==> src/rtl/sd_spi.sv <==
// sd_spi: APB-slave SPI master for talking to an SD card in SPI mode.
// Software writes a byte to DATA, the block shifts it out MSB first on
// mosi (mode 0) while capturing a byte from miso, then software polls
// STATUS and reads the received byte back from DATA.
module sd_spi #(
  parameter logic [7:0] DIV_RESET = 8'h7C
) (
  input  logic       pclk,
  input  logic       preset,
  input  logic [7:0] paddr,
  input  logic       psel,
  input  logic       penable,
  input  logic       pwrite,
  input  logic [7:0] pwdata,
  output logic [7:0] prdata,
  output logic       pready,
  output logic       sclk,
  output logic       cs,
  output logic       mosi,
  input  logic       miso
);

  localparam logic [1:0] S_IDLE = 2'd0;
  localparam logic [1:0] S_LOW  = 2'd1;
  localparam logic [1:0] S_HIGH = 2'd2;

  localparam logic [7:0] A_DATA   = 8'h00;
  localparam logic [7:0] A_STATUS = 8'h01;
  localparam logic [7:0] A_CTRL   = 8'h02;
  localparam logic [7:0] A_CLKDIV = 8'h03;

  // Software-visible registers
  logic [7:0] r_rxdata;
  logic       r_rxv;
  logic       r_err;
  logic       r_cs_assert;
  logic       r_en;
  logic [7:0] r_clkdiv;

  // Transfer engine state
  logic [1:0] r_state;
  logic [7:0] r_shift;
  logic [2:0] r_bitcnt;
  logic [7:0] r_cnt;
  logic [7:0] r_div;      // CLKDIV snapshot taken at transfer start
  logic       r_sclk;
  logic       r_mosi;
  logic       r_cs;

  logic w_wr;
  logic w_rd_data;
  logic w_busy;
  logic w_start;
  logic w_collide;
  logic w_done;

  assign w_wr      = psel & penable & pwrite;
  assign w_rd_data = psel & penable & ~pwrite & (paddr == A_DATA);
  assign w_busy    = (r_state != S_IDLE);
  assign w_start   = w_wr & (paddr == A_DATA) & r_en & ~w_busy;
  assign w_collide = w_wr & (paddr == A_DATA) & w_busy;
  // Final falling SCLK edge of the eighth bit
  assign w_done    = (r_state == S_HIGH) & (r_cnt == 8'd0) & (r_bitcnt == 3'd7);

  assign pready = 1'b1;
  assign sclk   = r_sclk;
  assign mosi   = r_mosi;
  assign cs     = r_cs;

  // CTRL / CLKDIV writes and the sticky collision flag
  always_ff @(posedge pclk or negedge preset) begin
    if (!preset) begin
      r_cs_assert <= 1'b0;
      r_en        <= 1'b0;
      r_clkdiv    <= DIV_RESET;
      r_err       <= 1'b0;
    end else begin
      if (w_wr && paddr == A_CTRL) begin
        r_cs_assert <= pwdata[0];
        r_en        <= pwdata[1];
      end
      if (w_wr && paddr == A_CLKDIV) begin
        r_clkdiv <= pwdata;
      end
      if (w_collide) begin
        r_err <= 1'b1;
      end else if (w_wr && paddr == A_STATUS && pwdata[2]) begin
        r_err <= 1'b0;
      end
    end
  end

  // RXV: set on completion, cleared by a DATA read; a same-cycle set wins
  always_ff @(posedge pclk or negedge preset) begin
    if (!preset) begin
      r_rxv <= 1'b0;
    end else if (w_done) begin
      r_rxv <= 1'b1;
    end else if (w_rd_data) begin
      r_rxv <= 1'b0;
    end
  end

  // Transfer FSM: half-period countdown, shift on rising edge, drive on falling edge
  always_ff @(posedge pclk or negedge preset) begin
    if (!preset) begin
      r_state  <= S_IDLE;
      r_shift  <= 8'h00;
      r_bitcnt <= 3'd0;
      r_cnt    <= 8'h00;
      r_div    <= 8'h00;
      r_sclk   <= 1'b0;
      r_mosi   <= 1'b1;
      r_rxdata <= 8'h00;
    end else begin
      case (r_state)
        S_IDLE: begin
          if (w_start) begin
            r_state  <= S_LOW;
            r_shift  <= pwdata;
            r_mosi   <= pwdata[7];
            r_bitcnt <= 3'd0;
            r_cnt    <= r_clkdiv;
            r_div    <= r_clkdiv;
          end
        end
        S_LOW: begin
          if (r_cnt == 8'd0) begin
            r_sclk  <= 1'b1;
            r_shift <= {r_shift[6:0], miso};
            r_cnt   <= r_div;
            r_state <= S_HIGH;
          end else begin
            r_cnt <= r_cnt - 8'd1;
          end
        end
        S_HIGH: begin
          if (r_cnt == 8'd0) begin
            r_sclk <= 1'b0;
            if (r_bitcnt == 3'd7) begin
              r_rxdata <= r_shift;
              r_mosi   <= 1'b1;
              r_state  <= S_IDLE;
            end else begin
              r_bitcnt <= r_bitcnt + 3'd1;
              r_mosi   <= r_shift[7];
              r_cnt    <= r_div;
              r_state  <= S_LOW;
            end
          end else begin
            r_cnt <= r_cnt - 8'd1;
          end
        end
        default: begin
          r_state <= S_IDLE;
        end
      endcase
    end
  end

  // Chip select follows CTRL.CS_ASSERT only while no transfer is in progress
  always_ff @(posedge pclk or negedge preset) begin
    if (!preset) begin
      r_cs <= 1'b1;
    end else if (r_state == S_IDLE) begin
      r_cs <= ~r_cs_assert;
    end
  end

  // Combinational APB read mux
  always_comb begin
    prdata = 8'h00;
    if (psel && !pwrite) begin
      case (paddr)
        A_DATA:   prdata = r_rxdata;
        A_STATUS: prdata = {5'b0, r_err, r_rxv, w_busy};
        A_CTRL:   prdata = {6'b0, r_en, r_cs_assert};
        A_CLKDIV: prdata = r_clkdiv;
        default:  prdata = 8'h00;
      endcase
    end
  end

endmodule

==> config.mk <==
export PLATFORM = sky130hd
export DESIGN_NAME = sd_spi
export DESIGN_NICKNAME = d
export VERILOG_FILES = /design/src/rtl/sd_spi.sv
export SDC_FILE = /design/constraint.sdc
export NUM_CORES = 1
export LEC_CHECK = 0
export CAP_MARGIN = 10
export CELL_PAD_IN_SITES_DETAIL_PLACEMENT = 0
export CELL_PAD_IN_SITES_GLOBAL_PLACEMENT = 1
export CORE_MARGIN = 2
export CORE_UTILIZATION = 30
export CTS_BUF_LIST = sky130_fd_sc_hd__clkbuf_8
export DETAILED_ROUTE_END_ITERATION = 12
export PLACE_DENSITY_LB_ADDON = 0.2
export SETUP_SLACK_MARGIN = 0.5
export SLEW_MARGIN = 20
export SYNTH_ARGS = -nofsm -noshare
export SYNTH_HDL_FRONTEND = slang
export SYNTH_SLANG_ARGS = --single-unit
==> constraint.sdc <==
create_clock -name pclk -period 4.35 [get_ports pclk]
set_input_delay 0.6525 -clock pclk [delete_from_list [all_inputs] [get_ports pclk]]
set_output_delay 0.6525 -clock pclk [all_outputs]
set_load 0.005 [all_outputs]
---- Word level (Yosys, flattened, before mapping) ----
Cells that the tools add are included.
operators by class
  add/subtract/negate cells ............... 2
  eq/ne operators ......................... 11
  mux-type cells .......................... 30
  bitwise operators ....................... 13
  reductions and logical operators ........ 24
operator list
  operator             number
  $mux 8               7
  $pmux 8 s4           1
  $pmux 8 s3           1
  $reduce_and 3->1     6
  $eq 8x2->1 const B   2
  $logic_not 8->1      2
  $pmux 8 s2           1
  $reduce_bool 2->1    6
  $and 1x1->1          10
  $mux 1               10
  $mux 3               3
  $eq 8x1->1 const B   1
  $sub 8x1->8 const B  1
  $mux 2               3
  $ne 2x2->1 const B   3
  $pmux 2 s3           1
  $pmux 3 s2           1
  $logic_and 1x1->1    5
  $pmux 1 s2           2
  $reduce_and 4->1     1
  $add 3x1->3 const B  1
  $eq 3x3->1 const B   1
  $ne 3x3->1 const B   1
  $not 1->1            3
  7 further kinds      7
word-level totals
  register bits after elaboration ......... 52
  bits of input ports ..................... 22

---- Longest topological paths before layout ----
  depth in word-level cells ............... 7
  gate-level depth with buffers ........... 8

---- Least setup slack after synthesis ----
No wires, ideal clock.
  path kind ............................... input to register
  from .................................... input paddr[1]
  to ...................................... register r_cnt[7]
  setup time .............................. 125 ps
  arrival time ............................ 2136 ps
  path slack .............................. 2089 ps
  stages .................................. 5
  buffers on the path ..................... 1
  cells stage by stage .................... buf_2 -> nor3b_1 -> nand4_2 -> a221oi_4 -> mux2_4
on the way
  word-level cells in the longest chain between the ends .. 6
RTL lines
  item                               RTL line  text
  start: declaration                 10        input logic [7:0] paddr,
  $logic_not 8->1                    60        assign w_start = w_wr & (paddr == A_DATA) & r_en & ~w_busy;
  $and 1x1->1 (3 in series)          60
  $ne 2x2->1 (no source line)        --
  $reduce_and 3->1 (no source line)  --
  end signal: assignment             123       r_cnt <= r_clkdiv;
  end signal: assignment             131       r_cnt <= r_div;
  end signal: assignment             134       r_cnt <= r_cnt - 8'd1;
  end: declaration                   44        logic [7:0] r_cnt;
Every way passes these cells.
A chain may end at the register's enable or synchronous reset.

---- Worst setup path after layout ----
  from .................................... register r_state[0]
  to ...................................... output prdata[0]
on the way
  word-level cells in the longest chain between the ends .. 3
RTL lines
  item                      RTL line  text
  start: declaration        41        logic [1:0] r_state;
  start signal: assignment  107       r_state <= S_IDLE;
  start signal: assignment  119       r_state <= S_LOW;
  start signal: assignment  132       r_state <= S_HIGH;
  $reduce_bool 2->1         59        assign w_busy = (r_state != S_IDLE);
  $pmux 8 s4                174       case (paddr)
  $mux 8                    173       if (psel && !pwrite) begin
  end: declaration          15        output logic [7:0] prdata,
Every way passes these cells.

==> flow_metrics.tcl <==
set metrics [dict create \
    status "complete, no violations" \
    r2r_setup_slack_ns 1.94 \
    synth_edf_count 0 \
    start_util 0.3053 \
    finClkSkew_ns 0.007946 \
    ys_ff_latch 52 \
    drive_above_1_share 0.2924 \
    final-hold-violation-count 0 \
    routed_wl_um 6737 \
    hp-class "input port to asynchronous set/reset pin" \
    drcViolationCount 0 \
    root_buffer "clkbuf_8" \
    yosysSeqAreaShare 0.4452 \
    finalPower_mw 1.979 \
    p_comb_frac 0.478 \
    reg2reg_depth 6 \
    crit_path_end "prdata[0]" \
    totalNegativeSetupSlack_ns 0 \
    antenna_found_initial 0 \
    cts_hold_buffers 0 \
    overflow 0 \
    area_growth_pct 18.07 \
    slowest_delay_ns 0.49 \
    p_int_mw 1.244 \
    final_cell_mix "46 x mux2_2, 45 x dfrtp_1, 31 x clkdlybuf4s50_1, 21 x nor2_1, 14 x nand2_1" \
    worst_pin_slew_ns 0.7190 \
    grt_use_total 0.1407 \
    max-cap-violations 0 \
    cts_setup_buffers 0 \
    clkPwrFrac 0.172 \
    r2r-start "r_cnt[0]$_DFFE_PN0P_" \
    worstPathMaxFanout 11 \
    finalSetupViolations 0 \
    start_kind "register" \
    critical_path_class "register to primary output" \
    min_period_ns 3.323 \
    vdd_drop_max_v 0.0002341 \
    viasPerCell 4.837 \
    cellLeakagePower_nw 1.481 \
    cts_sinks 52 \
    regArea_sq_um 1310 \
    clk_path_buf_depth 2 \
    core_sq_um 9639 \
    required_ns 3.70 \
    final_common_cell "mux2_2" \
    grt_pass1_wl_um 11330 \
    grt_pass1_vias 2095 \
    io_pins 34 \
    async_reset_ff_frac 1.000 \
    crit_slowest_cell "mux4_2" \
    vias 1983 \
    clk_pin_slew_ns 0.10 \
    slew_viol_final 0 \
    rows 36 \
    switching_share 0.3712 \
    period_share 0.7638 \
    crit_chain "inv_1 -> ha_1 -> inv_1 -> mux4_2 -> nor2b_1 -> clkdlybuf4s50_1" \
    synth_nets 279 \
    max_freq_mhz 301.0 \
    cts_tree "built" \
    grt_max_degree 53 \
    syn-cell-area_sq_um 2943 \
    synth_flop_cell "dfrtp_1" \
    cp_data_arrival_time_ns 2.67 \
    fill_cells 984 \
    pwr_density_cell_nw_per_um2 569.6 \
    drt_iter0_markers 61 \
    yosysWarnings 0 \
    dieArea_sq_um 10620 \
    ys_types 53 \
    die_w_um 103.0 \
    postCtsResizedCells 0 \
    pwr-share-seq 0.350 \
    drt_first_pass_iters 4 \
    numCtsBuffers 5 \
    ant_nets 0 \
    worstSetupEndpointType "primary output" \
    postSynthCellCount 247 \
    avgSynthCellArea_sq_um 11.91 \
    hpwl_um 4874 \
    crit_top_cell "inv_1" \
    clock_latency_ns 0.31 \
    die_h_um 103.0 \
    port_buffers 32 \
    rsz0062_at_grt "no" \
    critPathLaunch "r_state[0]$_DFFE_PN0P_" \
    r2r-end "r_rxdata[2]$_DFFE_PN0P_" \
    multi_input_area_sq_um 1530 \
    p_sw_mw 0.7347 \
    antenna_cells 0 \
    slew_headroom 0.5189 \
    place.gp.congestion 0.7515 \
    cts_max_level 2 \
    wl_per_cell_um 16.43 \
    nets 308 \
]
Yosys cell counts (all sizes together), types with 3 or more instances:
| master | number | area share |
|---|---|---|
| a21oi | 8 | 0.015 |
| a221oi | 3 | 0.015 |
| a22o | 3 | 0.0089 |
| a22oi | 5 | 0.013 |
| a31oi | 3 | 0.0064 |
| buf | 6 | 0.015 |
| clkbuf | 4 | 0.0051 |
| dfrtp | 45 | 0.38 |
| dfstp | 7 | 0.063 |
| ha | 10 | 0.043 |
| inv | 9 | 0.011 |
| mux2 | 54 | 0.22 |
| mux2i | 3 | 0.010 |
| nand2 | 14 | 0.018 |
| nand4 | 3 | 0.0085 |
| nor2 | 21 | 0.027 |
| nor2b | 4 | 0.0085 |
| nor3 | 4 | 0.010 |
| o21ai | 4 | 0.0068 |
| xnor2 | 3 | 0.0089 |
metal layers:
metal / routed length (um) / vias up / track usage / part of all wire
li1: - / 959 / - / -
met1: 3326 / 990 / 0.2005 / 0.49
met2: 3190 / 28 / 0.2228 / 0.47
met3: 148 / 6 / 0.02373 / 0.022
met4: 72 / 0 / 0.03543 / 0.011
met5: 0 / - / 0 / 0
power groups by stage:
| stage | combinational [mW] | clock [mW] | sequential [mW] |
|---|---|---|---|
| CTS | 0.958 | 0.357 | 0.694 |
| detailed placement | 0.955 | 0 | 0.703 |
| global route | 1.04 | 0.375 | 0.712 |
| finish | 0.946 | 0.341 | 0.692 |
| global placement | 0.956 | 0 | 0.701 |
| floorplan | 0.760 | 0 | 0.671 |
state kept, by name, summed over array words and instances (netlist names):
signal       cells
r_rxv            1
r_rxdata         8
r_clkdiv         8
r_err            1
r_state          2
r_cs_assert      1
r_bitcnt         3
r_cnt            8
cs               1
r_div            8
mosi             1
sclk             1
r_shift          8
r_en             1
critical path: cells and delay by family (launching register included):
kind / cells / cell delay (ns)
DFF: 1 / 0.45
muxes: 1 / 0.49
buffers and inverters: 3 / 0.80
and+or+nand+nor: 1 / 0.14
adders and majority gates: 1 / 0.47
cell type report:
class | instances | area share
inverter | 9 | 0.009723
timing repair buffer | 33 | 0.09291
tap | 133 | 0.04789
clock buffer | 5 | 0.01981
clock inverter | 3 | 0.01224
multi-input combinational | 175 | 0.4404
sequential | 52 | 0.3770
how the worst min path moves through the flow:
| stage | startpoint | end | slack (ns) | depth (start not counted) |
|---|---|---|---|---|
| floorplan | preset | r_bitcnt[0]$_DFFE_PN0P_ | 0.36 | 0 |
| detailed placement | r_cs_assert$_DFFE_PN0P_ | cs$_DFFE_PN1N_ | 0.46 | 1 |
| global route | r_cs_assert$_DFFE_PN0P_ | cs$_DFFE_PN1N_ | 0.50 | 1 |
| global placement | r_cs_assert$_DFFE_PN0P_ | cs$_DFFE_PN1N_ | 0.45 | 1 |
| finish | preset | r_div[3]$_DFFE_PN0P_ | 0.44 | 2 |
| CTS | r_cs_assert$_DFFE_PN0P_ | cs$_DFFE_PN1N_ | 0.47 | 1 |
logic make-up (layout without fill, tap and decap cells):
kind of cell    count (synthesis)  in the layout  synth area share
buf+inv                        20             50           0.03486
fa+ha+maj                      10             10           0.04252
mux                            59             59            0.2411
compound gates                 38             38            0.1004
xor+xnor                        3              3          0.008930
other cells                     1              1          0.001274
flops                          52             52            0.4452
simple gates                   64             64            0.1259
through the flow:
stage               hold WS (ns)  utilization  worst slack (ns)  cell area (sq um)  cells
global placement          0.4534       0.3489             1.120               3363    402
detailed placement        0.4591       0.3489             1.086               3363    402
CTS                       0.4739       0.3605            0.9626               3475    410
global route              0.5014       0.3605            0.8313               3475    410
floorplan                 0.3569            -             2.089               2943    247
finish                    0.4424       0.3605             1.027               3475    410
(Power assumes the default switching activity.)
